<file path="config.mk">
export PLATFORM = sky130hd
export DESIGN_NAME = pipe_mux_reg_flat
export DESIGN_NICKNAME = d
export VERILOG_FILES = /design/src/rtl/pipe_mux_reg_if.sv /design/src/rtl/pipe_mux_reg.sv /design/src/flat_wrapper.sv
export SDC_FILE = /design/constraint.sdc
export NUM_CORES = 1
export LEC_CHECK = 0
export CORE_MARGIN = 5
export CORE_UTILIZATION = 40
export DETAILED_ROUTE_END_ITERATION = 8
export PLACE_DENSITY_LB_ADDON = 0.08
export SETUP_SLACK_MARGIN = 0.02
export SLEW_MARGIN = 20
export SYNTH_ARGS = -nofsm -noshare
export SYNTH_HDL_FRONTEND = slang
export SYNTH_SLANG_ARGS = --single-unit
</file>
<file path="constraint.sdc">
create_clock -name clk -period 4.4 [get_ports clk]
set_input_delay 0.66 -clock clk [delete_from_list [all_inputs] [get_ports clk]]
set_output_delay 0.66 -clock clk [all_outputs]
set_load 0.02 [all_outputs]
</file>
<file path="src/rtl/pipe_mux_reg_if.sv">
// pipe_mux_reg_if: operand-select bus between a pipeline stage and the select register
interface pipe_mux_reg_if #(
    parameter int WIDTH  = 32,
    parameter int NUM_IN = 3,
    parameter int SEL_W  = $clog2(NUM_IN),
    parameter int CNT_W  = 8
);
    logic                    en;
    logic                    clr;
    logic                    valid_in;
    logic [SEL_W-1:0]        select;
    logic [NUM_IN*WIDTH-1:0] d_flat;
    logic [WIDTH-1:0]        y_q;
    logic                    valid_q;
    logic [SEL_W-1:0]        sel_q;
    logic                    sel_err;
    logic [CNT_W-1:0]        err_count;

    modport master (
        output en, clr, valid_in, select, d_flat,
        input  y_q, valid_q, sel_q, sel_err, err_count
    );

    modport slave (
        input  en, clr, valid_in, select, d_flat,
        output y_q, valid_q, sel_q, sel_err, err_count
    );
endinterface

</file>
<file path="src/rtl/pipe_mux_reg.sv">
// pipe_mux_reg: N-input operand mux into a stall/flush pipeline register with illegal-select tracking
module pipe_mux_reg #(
    parameter int WIDTH        = 32,
    parameter int NUM_IN       = 3,
    parameter int SEL_W        = $clog2(NUM_IN),
    parameter int ILLEGAL_HOLD = 0,
    parameter int CNT_W        = 8
) (
    input logic          clk,
    input logic          reset,
    pipe_mux_reg_if.slave bus
);
    localparam int SLOTS = 2 ** SEL_W;

    logic [WIDTH-1:0] opt [SLOTS];
    logic [SLOTS-1:0] legal_map;
    logic             legal;
    logic             cap;

    // Every select code maps to a defined value; codes past NUM_IN read as zero and are flagged illegal
    for (genvar g = 0; g < SLOTS; g++) begin : g_slot
        if (g < NUM_IN) begin : g_in
            assign opt[g]       = bus.d_flat[g*WIDTH +: WIDTH];
            assign legal_map[g] = 1'b1;
        end else begin : g_out
            assign opt[g]       = '0;
            assign legal_map[g] = 1'b0;
        end
    end

    assign legal = legal_map[bus.select];
    assign cap   = bus.en & ~bus.clr & bus.valid_in & ~legal;

    // Data path register: flush beats enable, illegal selects follow the hold/zero policy
    always_ff @(posedge clk or posedge reset) begin
        if (reset) begin
            bus.y_q     <= '0;
            bus.valid_q <= 1'b0;
            bus.sel_q   <= '0;
        end else if (bus.clr) begin
            bus.y_q     <= '0;
            bus.valid_q <= 1'b0;
            bus.sel_q   <= '0;
        end else if (bus.en) begin
            bus.valid_q <= bus.valid_in;
            bus.sel_q   <= bus.select;
            if (legal)
                bus.y_q <= opt[bus.select];
            else if (ILLEGAL_HOLD == 0)
                bus.y_q <= '0;
        end
    end

    // Sticky error and saturating counter, only real (valid) illegal captures count; flush leaves them alone
    always_ff @(posedge clk or posedge reset) begin
        if (reset) begin
            bus.sel_err   <= 1'b0;
            bus.err_count <= '0;
        end else if (cap) begin
            bus.sel_err   <= 1'b1;
            bus.err_count <= (bus.err_count == '1) ? bus.err_count : bus.err_count + 1'b1;
        end
    end
endmodule

</file>
<file path="src/flat_wrapper.sv">
// flat-port wrapper written by rule: the top's interface ports become plain ports
module pipe_mux_reg_flat 
#(
    parameter int WIDTH        = 32,
    parameter int NUM_IN       = 3,
    parameter int SEL_W        = $clog2(NUM_IN),
    parameter int ILLEGAL_HOLD = 0,
    parameter int CNT_W        = 8
)
  (clk, reset, bus_en, bus_clr, bus_valid_in, bus_select, bus_d_flat, bus_y_q, bus_valid_q, bus_sel_q, bus_sel_err, bus_err_count);
  pipe_mux_reg_if #(.WIDTH(WIDTH), .NUM_IN(NUM_IN), .SEL_W(SEL_W), .CNT_W(CNT_W)) bus_i ();
  input logic clk;
  input logic reset;
  input wire logic [$bits(bus_i.en)-1:0] bus_en;
  input wire logic [$bits(bus_i.clr)-1:0] bus_clr;
  input wire logic [$bits(bus_i.valid_in)-1:0] bus_valid_in;
  input wire logic [$bits(bus_i.select)-1:0] bus_select;
  input wire logic [$bits(bus_i.d_flat)-1:0] bus_d_flat;
  output wire logic [$bits(bus_i.y_q)-1:0] bus_y_q;
  output wire logic [$bits(bus_i.valid_q)-1:0] bus_valid_q;
  output wire logic [$bits(bus_i.sel_q)-1:0] bus_sel_q;
  output wire logic [$bits(bus_i.sel_err)-1:0] bus_sel_err;
  output wire logic [$bits(bus_i.err_count)-1:0] bus_err_count;
  assign bus_i.en = bus_en;
  assign bus_i.clr = bus_clr;
  assign bus_i.valid_in = bus_valid_in;
  assign bus_i.select = bus_select;
  assign bus_i.d_flat = bus_d_flat;
  assign bus_y_q = bus_i.y_q;
  assign bus_valid_q = bus_i.valid_q;
  assign bus_sel_q = bus_i.sel_q;
  assign bus_sel_err = bus_i.sel_err;
  assign bus_err_count = bus_i.err_count;
  pipe_mux_reg #(.WIDTH(WIDTH), .NUM_IN(NUM_IN), .SEL_W(SEL_W), .ILLEGAL_HOLD(ILLEGAL_HOLD), .CNT_W(CNT_W)) u_core (.clk(clk), .reset(reset), .bus(bus_i));
endmodule
</file>
==> impl_metrics.yaml <==
outcome:
  status: "complete, no violations"
clock_network:
  clk_latency_ps: 300
  htree_levels: 2
  cts_root_buffer: "clkbuf_8"
  postCtsHoldBufs: 0
  cts_resized: 0
  numCtsBuffers: 5
  clk_pin_slew_ps: 90
  cts_tree: "yes"
  cts_setup_buffers: 0
  clock_path_buffers: 2
  cts_sinks: 44
die:
  floorplan.io_pins: 147
  dieWidth_um: 87.4
  die_h_um: 87.4
  die_area_um2: 7630
  row_count: 28
  core_um2: 5890
  initial_core_util: 0.407
sta:
  maxSlewHeadroom: 0.412
  slew_viol_final: 0
  fin_skew_ps: 1.20
  tightest_slew_ps: 880
  fmax_ghz: 0.488
  rsz0062_at_grt: "false"
  hold_violations: 0
  setup_viol: 0
  fin_tns_setup_ps: 0
  period_share: 0.466
  fin_crit_ps: 2050
yosys:
  synthArstFlopShare: 1.00
  ys.flop_type: "dfrtp_1"
  synth_cells: 264
  yosysWarningCount: 0
  mappedNetlistNets: 368
  synth_top_area_frac: 0.460
  synth_edf_count: 0
  synth_most_common_cell: "dfrtp_1"
  synthTopCellsByCount: "dfrtp_1 (44), nand2_1 (37), nor2_1 (37)"
  syn-cell-area_um2: 2390
  synth_area_leaders: "dfrtp_1 (46%), mux2i_1 (15%), a21oi_1 (6.9%)"
  synth_cell_type_count: 30
  ys_seq_elements: 44
  synth.avg_cell_area_um2: 9.07
  synth_largest_area_cell: "dfrtp_1"
  synth_seq_area_share: 0.460
global_routing:
  antenna_found_initial: 0
  grt_max_degree: 67
  grt_util_all_layers: 0.182
  grt_pass1_wl_um: 11100
  overflow: 0
  grt_pass1_vias: 2348
pwr:
  peakVddDrop_uv: 196
  switching_power_mw: 0.289
  power.density_nw_per_um2: 271
  power_frac_comb: 0.292
  pwr-share-clk: 0.281
  intPower_mw: 0.784
  cellLeakagePower_nw: 1.71
  power.total_mw: 1.07
  swShare: 0.269
  power_frac_seq: 0.428
setup_path:
  path_buf_inv: 1
  crit_path_top_delay_cell: "clkdlybuf4s50_1"
  path_cells: "clkdlybuf4s50_1"
  cp_data_arrival_time_ps: 1390
  crit_type: "reg -> out"
  start_kind: "register"
  required_ps: 3740
  cp_max_fo: 6
  max_stage_delay_ps: 650
  endpoint_kind: "primary output"
  crit_family: "buffers and inverters"
cells_and_area:
  fin_nets: 506
  post-route-util: 0.674
  finalInstanceArea_um2: 3970
  syn2layout_area_growth_pct: 65.8
  diodes: 0
  drive_gt1_frac: 0.0521
placed_design:
  place_area_um2: 3850
  gp_congestion: 0.725
  hpwl_um: 5230
  numPortBuffers: 146
detailed_routing:
  vias_per_cell: 4.84
  drtIter0Drc: 65
  wirelength_um: 6750
  drc: 0
  detail_route.wl_per_cell_um: 14.1
  vias: 2314
  ant_nets: 0
  firstDrtPassIters: 4
run:
  maxCapViolCount: 0
min_path:
  holdCritPathClass: "reg -> reg"
==> layout make-up <==
| cell class | count | area (µm²) |
|---|---|---|
| sequential | 44 | 1100 |
| timing repair buffer | 150 | 1490 |
| tap | 75 | 93.8 |
| fill | 534 | 1920 |
| multi-input combinational | 199 | 1170 |
| inverter | 2 | 7.51 |
| clock inverter | 2 | 35.0 |
| clock buffer | 6 | 72.6 |
==> power by group through the flow <==
stage                     Sequential [mW]  Clock (mW)  Combinational [mW]
final                               0.459       0.301               0.313
after global routing                0.464       0.326               0.341
after CTS                           0.460       0.309               0.318
after detailed placement            0.468           0               0.317
after global placement              0.466           0               0.311
after floorplan                     0.504           0               0.105
==> stage by stage <==
step	cells	hold slack, ps	setup WS (ps)
CTS	477	483	1950
global route	478	503	2240
finish	478	481	2350
global placement	469	458	1750
floorplan	264	582	2710
detailed placement	469	463	1630
==> routing by layer <==
layer,share of wire,vias up,GRT usage
met5,0,-,0
met4,0.019,0,0.0558
met3,0.096,9,0.0568
met2,0.50,85,0.318
met1,0.39,1045,0.212
li1,-,1175,-
==> logic make-up (layout without fill, tap and decap cells) <==
group / count (synthesis) / count (layout) / share of synthesized area
and+or+nand+nor: 89 / 89 / 0.165
AOI/OAI and AO/OA: 69 / 69 / 0.148
DFF: 44 / 44 / 0.460
muxes: 37 / 37 / 0.159
buffers and inverters: 21 / 160 / 0.0523
xor gates and xnor gates: 3 / 3 / 0.0110
adders and majority gates: 1 / 1 / 0.00523
==> layout by cell type (no fill, tap or decap), drive strengths merged <==
cell type,netlist,final
dfrtp,44,44
or2,1,1
nor2b,1,1
nand3,2,2
clkbuf,4,6
o21ai,32,32
xnor2,3,3
a41oi,1,1
nand3b,1,1
and4,1,1
nor2,38,38
a31oi,2,2
ha,1,1
nor3,1,1
inv,2,2
a21oi,33,33
nand2b,1,1
nand4,2,2
mux2,2,2
nand4b,1,1
and3,1,1
nand2,38,38
and2,1,1
buf,15,6
mux2i,35,35
bufinv,0,1
clkinv,0,1
clkdlybuf4s50,0,144
o21a,1,1
==> final timing paths <==
| path | startpoint | endpoint | slack [ps] | depth (start not counted) |
|---|---|---|---|---|
| min in group asynchronous | reset | u_core.bus.sel_err$_DFFE_PP0P_ | 860 | 2 |
| max in group asynchronous | reset | u_core.bus.y_q[6]$_DFFE_PP0P_ | 2970 | 2 |
| max | u_core.bus.err_count[3]$_DFFE_PP0P_ | bus_err_count[3] | 2350 | 1 |
| min | u_core.bus.y_q[23]$_DFFE_PP0P_ | u_core.bus.y_q[23]$_DFFE_PP0P_ | 480 | 2 |
| max reg2reg | u_core.bus.err_count[0]$_DFFE_PP0P_ | u_core.bus.err_count[1]$_DFFE_PP0P_ | 2880 | 5 |
| min reg2reg | u_core.bus.y_q[23]$_DFFE_PP0P_ | u_core.bus.y_q[23]$_DFFE_PP0P_ | 480 | 2 |
==> state kept, by name (all words and copies together), names as in the netlist <==
register	flops
u_core.bus.err_count	8
u_core.bus.sel_err	1
u_core.bus.y_q	32
u_core.bus.valid_q	1
u_core.bus.sel_q	2
(Power assumes the default switching activity.)
==> RTL change 1 (same flow settings) <==
`CNT_W` is set to 8 in 3 places; all go to 10.
--- a/src/rtl/pipe_mux_reg_if.sv
+++ b/src/rtl/pipe_mux_reg_if.sv
@@ -3,7 +3,7 @@
     parameter int WIDTH  = 32,
     parameter int NUM_IN = 3,
     parameter int SEL_W  = $clog2(NUM_IN),
-    parameter int CNT_W  = 8
+    parameter int CNT_W  = 10
 );
     logic                    en;
     logic                    clr;
--- a/src/rtl/pipe_mux_reg.sv
+++ b/src/rtl/pipe_mux_reg.sv
@@ -4,7 +4,7 @@
     parameter int NUM_IN       = 3,
     parameter int SEL_W        = $clog2(NUM_IN),
     parameter int ILLEGAL_HOLD = 0,
-    parameter int CNT_W        = 8
+    parameter int CNT_W        = 10
 ) (
     input logic          clk,
     input logic          reset,
--- a/src/flat_wrapper.sv
+++ b/src/flat_wrapper.sv
@@ -5,7 +5,7 @@
     parameter int NUM_IN       = 3,
     parameter int SEL_W        = $clog2(NUM_IN),
     parameter int ILLEGAL_HOLD = 0,
-    parameter int CNT_W        = 8
+    parameter int CNT_W        = 10
 )
   (clk, reset, bus_en, bus_clr, bus_valid_in, bus_select, bus_d_flat, bus_y_q, bus_valid_q, bus_sel_q, bus_sel_err, bus_err_count);
   pipe_mux_reg_if #(.WIDTH(WIDTH), .NUM_IN(NUM_IN), .SEL_W(SEL_W), .CNT_W(CNT_W)) bus_i ();
Ports: changed (resized bus_err_count); port bits go from 147 to 149. No check against the original RTL was run, so the function may have changed too.
==> RTL change 1 against the original RTL <==
Routed wire length up 11%; cell count up 2.9%; non-clock buffer count up 2; core utilization down 1.6 points; worst hold slack about the same; worst setup slack worse by 450 ps; design area up 4.1%; sequential cell count up 2; sequential power up 6.1%; fmax down 18%; total power up 2.5%; combinational power up 9.9%; synthesized cell count up 5.3%; area after synthesis up 6.6%.
==> RTL change 1: results (changes against the original RTL) <==
- Outcome: complete, no violations
- Multi-input logic cell count: 207 (+4.0%)
- Placed cell area: 4038 sq um (+5.0%)
- GRT Total Usage: 0.1779 (-0.004075)
- Biggest regs: u_core.bus.y_q x32, u_core.bus.err_count x10, u_core.bus.sel_q x2
- DRT iter0 DRCs: 98 (+51%)
- Leak: 1.742 nW (+1.9%)
- Setup WS pre-CTS: 1559 ps (-70.82 ps)
- Distinct cells, synth: 32 (+6.7%)
- Nets@finish: 518 (+2.4%)
- Post-DR wirelength/cell: 15.25 um (+7.9%)
- Multiplexer share of the synthesized area: 0.1550 (-0.003935)
- CP peak stage delay: 560 ps (-90 ps)
- Area of the multi-input gates: 1281 sq um (+9.5%)
- CP delay by family, top: buffers and inverters
- Seq. cell area: 1151 sq um (+4.5%)
- Register bit total from synthesis: 46 (+4.5%)
- VDD IR max: 0.1833 mV (-6.3%)
- Synth warnings: 0 (unchanged)
- PortBufs: 148 (+1.4%)
- Die width: 89.86 um (+2.9%)
- Sequential share of cell area: 0.2786 (+0.001190)
- Final setup skew: 1.702 ps (+0.5052 ps)
- Non-clock inverters: 2 (unchanged)
- Worst slew pin tran: 1004 ps (+124.2 ps)
- Synth Area in Compound Gates: 0.1751 (+0.02715)
- Avg Cell Area, Syn: 9.177 sq um (+1.2%)
- Non-clock buffer share: 0.3634 (-0.01174)
- Synth top area cells: dfrtp_1 45%, mux2i_1 14%, nor2_1 10%
- Largest net degree at the start of global routing: 68 (+1.5%)
- Layout clock area frac: 0.02241 (-0.004702)
- Peak fanout along the critical path: 35 (+29)
- First-pass GRT wire length: 11960 um (+8.0%)
- WP data arrival: 2720 ps (+1330 ps)
- Buffers excl. clock: 152 (+1.3%)
- Layout cells sized above 1: 0.05301 (+0.0009029)
- Ys async rst share: 1.000 (unchanged)
- Sequential fraction of the synthesis area: 0.4512 (-0.008809)
- FILL cells: 555 (+3.9%)
- Synth top cells by count: 69 x nor2_1, 46 x dfrtp_1, 35 x mux2i_1
- Placed Instances: 484 (+3.2%)
- Syn Nets: 382 (+3.8%)
- Number of global-route vias before repair: 2481 (+5.7%)
- # resized after CTS: 0 (unchanged)
- Final wirelength: 7502 um (+11%)
- Post-CTS Repair Setup Buffers: 0 (unchanged)
- Critical Path Slowest Stage Cell: nor2b_2
- CTS Buf Count: 5 (unchanged)
- Post-synthesis xor/xnor area fraction: 0.01373 (+0.002755)
- Drt via density: 5.136 (+6.1%)
- Final HPWL DP: 5610 um (+7.2%)
- Synth Area in Adders: 0.004904 (-0.0003230)
- Worst Hold Path Cells: 1 (-1)
- Routability cong.: 0.8117 (+12%)
RTL change 1: cell types whose count changed in the layout (fill, tap and decap cells not counted), moves of 3 or more:
cell and change:
nor2_1 +33, a211oi_1 +32, o21ai_0 -31, nand2_1 -30, mux2_2 +3
RTL change 1: worst paths after layout:
path	start	slack, ps	endpoint
max	bus_select[0]	1890	u_core.bus.y_q[4]
min	u_core.bus.sel_err	480	u_core.bus.sel_err
max reg2reg	u_core.bus.err_count[0]	2670	u_core.bus.err_count[1]
min reg2reg	u_core.bus.sel_err	480	u_core.bus.sel_err
max in group asynchronous	reset	3110	u_core.bus.y_q[14]
min in group asynchronous	reset	790	u_core.bus.sel_err
RTL change 1: per-layer routing:
layer	track usage	wire [um]
met3	0.05676	616
met2	0.3152	3874
met5	0	0
met4	0.06328	129
met1	0.1990	2881
RTL change 1: where the power goes:
group	internal, mW	switching, mW
Clock	0.114	0.156
Combinational	0.193	0.151
Sequential	0.458	0.0288
==> RTL change 2 (same flow settings) <==
Made on the original files. Make the reset (`reset`) synchronous in 2 clocked blocks.
--- a/src/rtl/pipe_mux_reg.sv
+++ b/src/rtl/pipe_mux_reg.sv
@@ -32,7 +32,7 @@
     assign cap   = bus.en & ~bus.clr & bus.valid_in & ~legal;
 
     // Data path register: flush beats enable, illegal selects follow the hold/zero policy
-    always_ff @(posedge clk or posedge reset) begin
+    always_ff @(posedge clk) begin
         if (reset) begin
             bus.y_q     <= '0;
             bus.valid_q <= 1'b0;
@@ -52,7 +52,7 @@
     end
 
     // Sticky error and saturating counter, only real (valid) illegal captures count; flush leaves them alone
-    always_ff @(posedge clk or posedge reset) begin
+    always_ff @(posedge clk) begin
         if (reset) begin
             bus.sel_err   <= 1'b0;
             bus.err_count <= '0;
Check against the original RTL: differs if reset is asserted again (counterexample within 4 cycles, from zero or initial values and one cycle with reset high); with reset held inactive, the same outputs for 10 cycles.
==> RTL change 2 against the original RTL <==
Design area decreased by 1.3%; routed wire length increased by 6.8%; non-clock buffer count unchanged; sequential share of layout area decreased by 5.3 points; critical path depth increased by 5; critical endpoint is now u_core.bus.y_q[20]; total power decreased by 12%; largest power group unchanged; area after synthesis decreased by 2.5%; sequential cell count unchanged; worst setup slack got worse by 140 ps; largest cell class unchanged.
==> RTL change 2: results (changes against the original RTL) <==
- Outcome: complete, no violations
- Biggest regs: u_core.bus.y_q x32, u_core.bus.err_count x8, u_core.bus.sel_q x2
- Distinct cells, synth: 32 (+6.7%)
- # resized after CTS: 0 (unchanged)
- Routability cong.: 0.7983 (+10%)
- CTS Buf Count: 5 (unchanged)
- Ys async rst share: 0 (-1.000)
- M1 WL: 2805 um (+7.4%)
- GRT Total Usage: 0.1951 (+0.01310)
- First-pass GRT wire length: 11630 um (+5.1%)
- Synth top cells by count: 44 x dfxtp_1, 36 x a31oi_1, 35 x mux2i_1
- HP Class: flop to flop
- Avg Cell Area, Syn: 8.459 sq um (-6.7%)
- DRT iter0 DRCs: 76 (+17%)
- Insertion delay to the later sink of the worst-skew pair: 300 ps (about the same)
- Placed Instances: 475 (+1.3%)
- VDD IR max: 0.1311 mV (-33%)
- CTS clk-pin slew, worst paths: about 80 ps
- CP peak stage delay: 450 ps (-200 ps)
- WP data arrival: 2420 ps (+1030 ps)
- Worst reg2reg setup slack: 2860 ps (-20 ps)
- Via count: 2496 (+7.9%)
- Layout cells sized above 1: 0.05109 (-0.001014)
- Drt pass-1 iters: 4 (unchanged)
- Top_reg_cell synth: dfxtp_1
- Critical Path Slowest Stage Cell: clkdlybuf4s50_1
- Largest net degree at the start of global routing: 69 (+3.0%)
- Nets@finish: 514 (+1.6%)
- H-tree Lvls: 2 (unchanged)
- Initial antenna violation count: 0 (unchanged)
- Peak fanout along the critical path: 35 (+29)
- Synth top area cells: dfxtp_1 38%, mux2i_1 15%, a31oi_1 9.6%
- Final HPWL DP: 5338 um (+2.0%)
- Met3 Wirelength: 751 um (+16%)
- Post-CTS Repair Setup Buffers: 0 (unchanged)
- Synth warnings: 0 (unchanged)
- Placed cell area: 3805 sq um (-1.1%)
- # diodes: 0 (unchanged)
- Final wirelength: 7211 um (+6.8%)
- Syn Nets: 380 (+3.3%)
- Sequential fraction of the synthesis area: 0.3773 (-0.08273)
- Post-DR wirelength/cell: 14.93 um (+5.7%)
- Leak: 1.439 nW (-16%)
- Worst slew pin tran: 646.8 ps (-233.3 ps)
- Final setup skew: 1.048 ps (-0.1487 ps)
- Detail Route met2 WL: 3580 um (+6.3%)
- Number of global-route vias before repair: 2380 (+1.4%)
- CP delay by family, top: buffers and inverters
## RTL change 2: report_power, final
group / switching, mW / internal, mW / leakage (nW) / total [mW]
combinational: 0.0884 / 0.135 / 1.03 / 0.224
sequential: 0.00684 / 0.412 / 0.359 / 0.418
clock: 0.138 / 0.169 / 0.0552 / 0.307
## RTL change 2: kinds of logic (layout without fill, tap and decap cells)
| logic type | count (synthesis) | count (layout) | synth area share |
|---|---|---|---|
| compound gates | 77 | 77 | 0.1935 |
| fa+ha+maj | 1 | 1 | 0.005358 |
| buf+inv | 24 | 159 | 0.04716 |
| flops | 44 | 44 | 0.3773 |
| mux | 36 | 36 | 0.1565 |
| simple gates | 94 | 94 | 0.2203 |
## RTL change 2: cell type report
type	instances	area, sq um
multi-input cells	208	1354
well taps	72	90.09
repair buffers	150	1481
clock inverters	2	35.03
inverters	1	3.754
fillers	493	1657
clock buffers	6	72.57
flip-flops and latches	44	880.8
## RTL change 2: per-layer routing
metal | global-route usage | vias to the layer above
met5 | 0 | -
li1 | - | 1255
met4 | 0.05099 | 0
met1 | 0.2214 | 1140
met2 | 0.3442 | 92
met3 | 0.07129 | 9
## RTL change 2: worst paths after layout
path	start	end	cells past startpoint
hold reg to reg	u_core.bus.valid_q	u_core.bus.valid_q	2
setup / recovery	bus_select[1]	u_core.bus.y_q[20]	6
setup reg to reg	u_core.bus.err_count[0]	u_core.bus.err_count[0]	4
hold / removal	u_core.bus.valid_q	u_core.bus.valid_q	2
## RTL change 2: per-stage QoR
step,utilization,setup slack (ps),hold slack (ps)
floorplan,-,2704,546.8
global placement,0.6826,1656,456.8
detailed placement,0.6826,1594,470.7
CTS,0.7019,1910,486.1
global route,0.7028,2039,514.4
finish,0.7028,2208,482.6
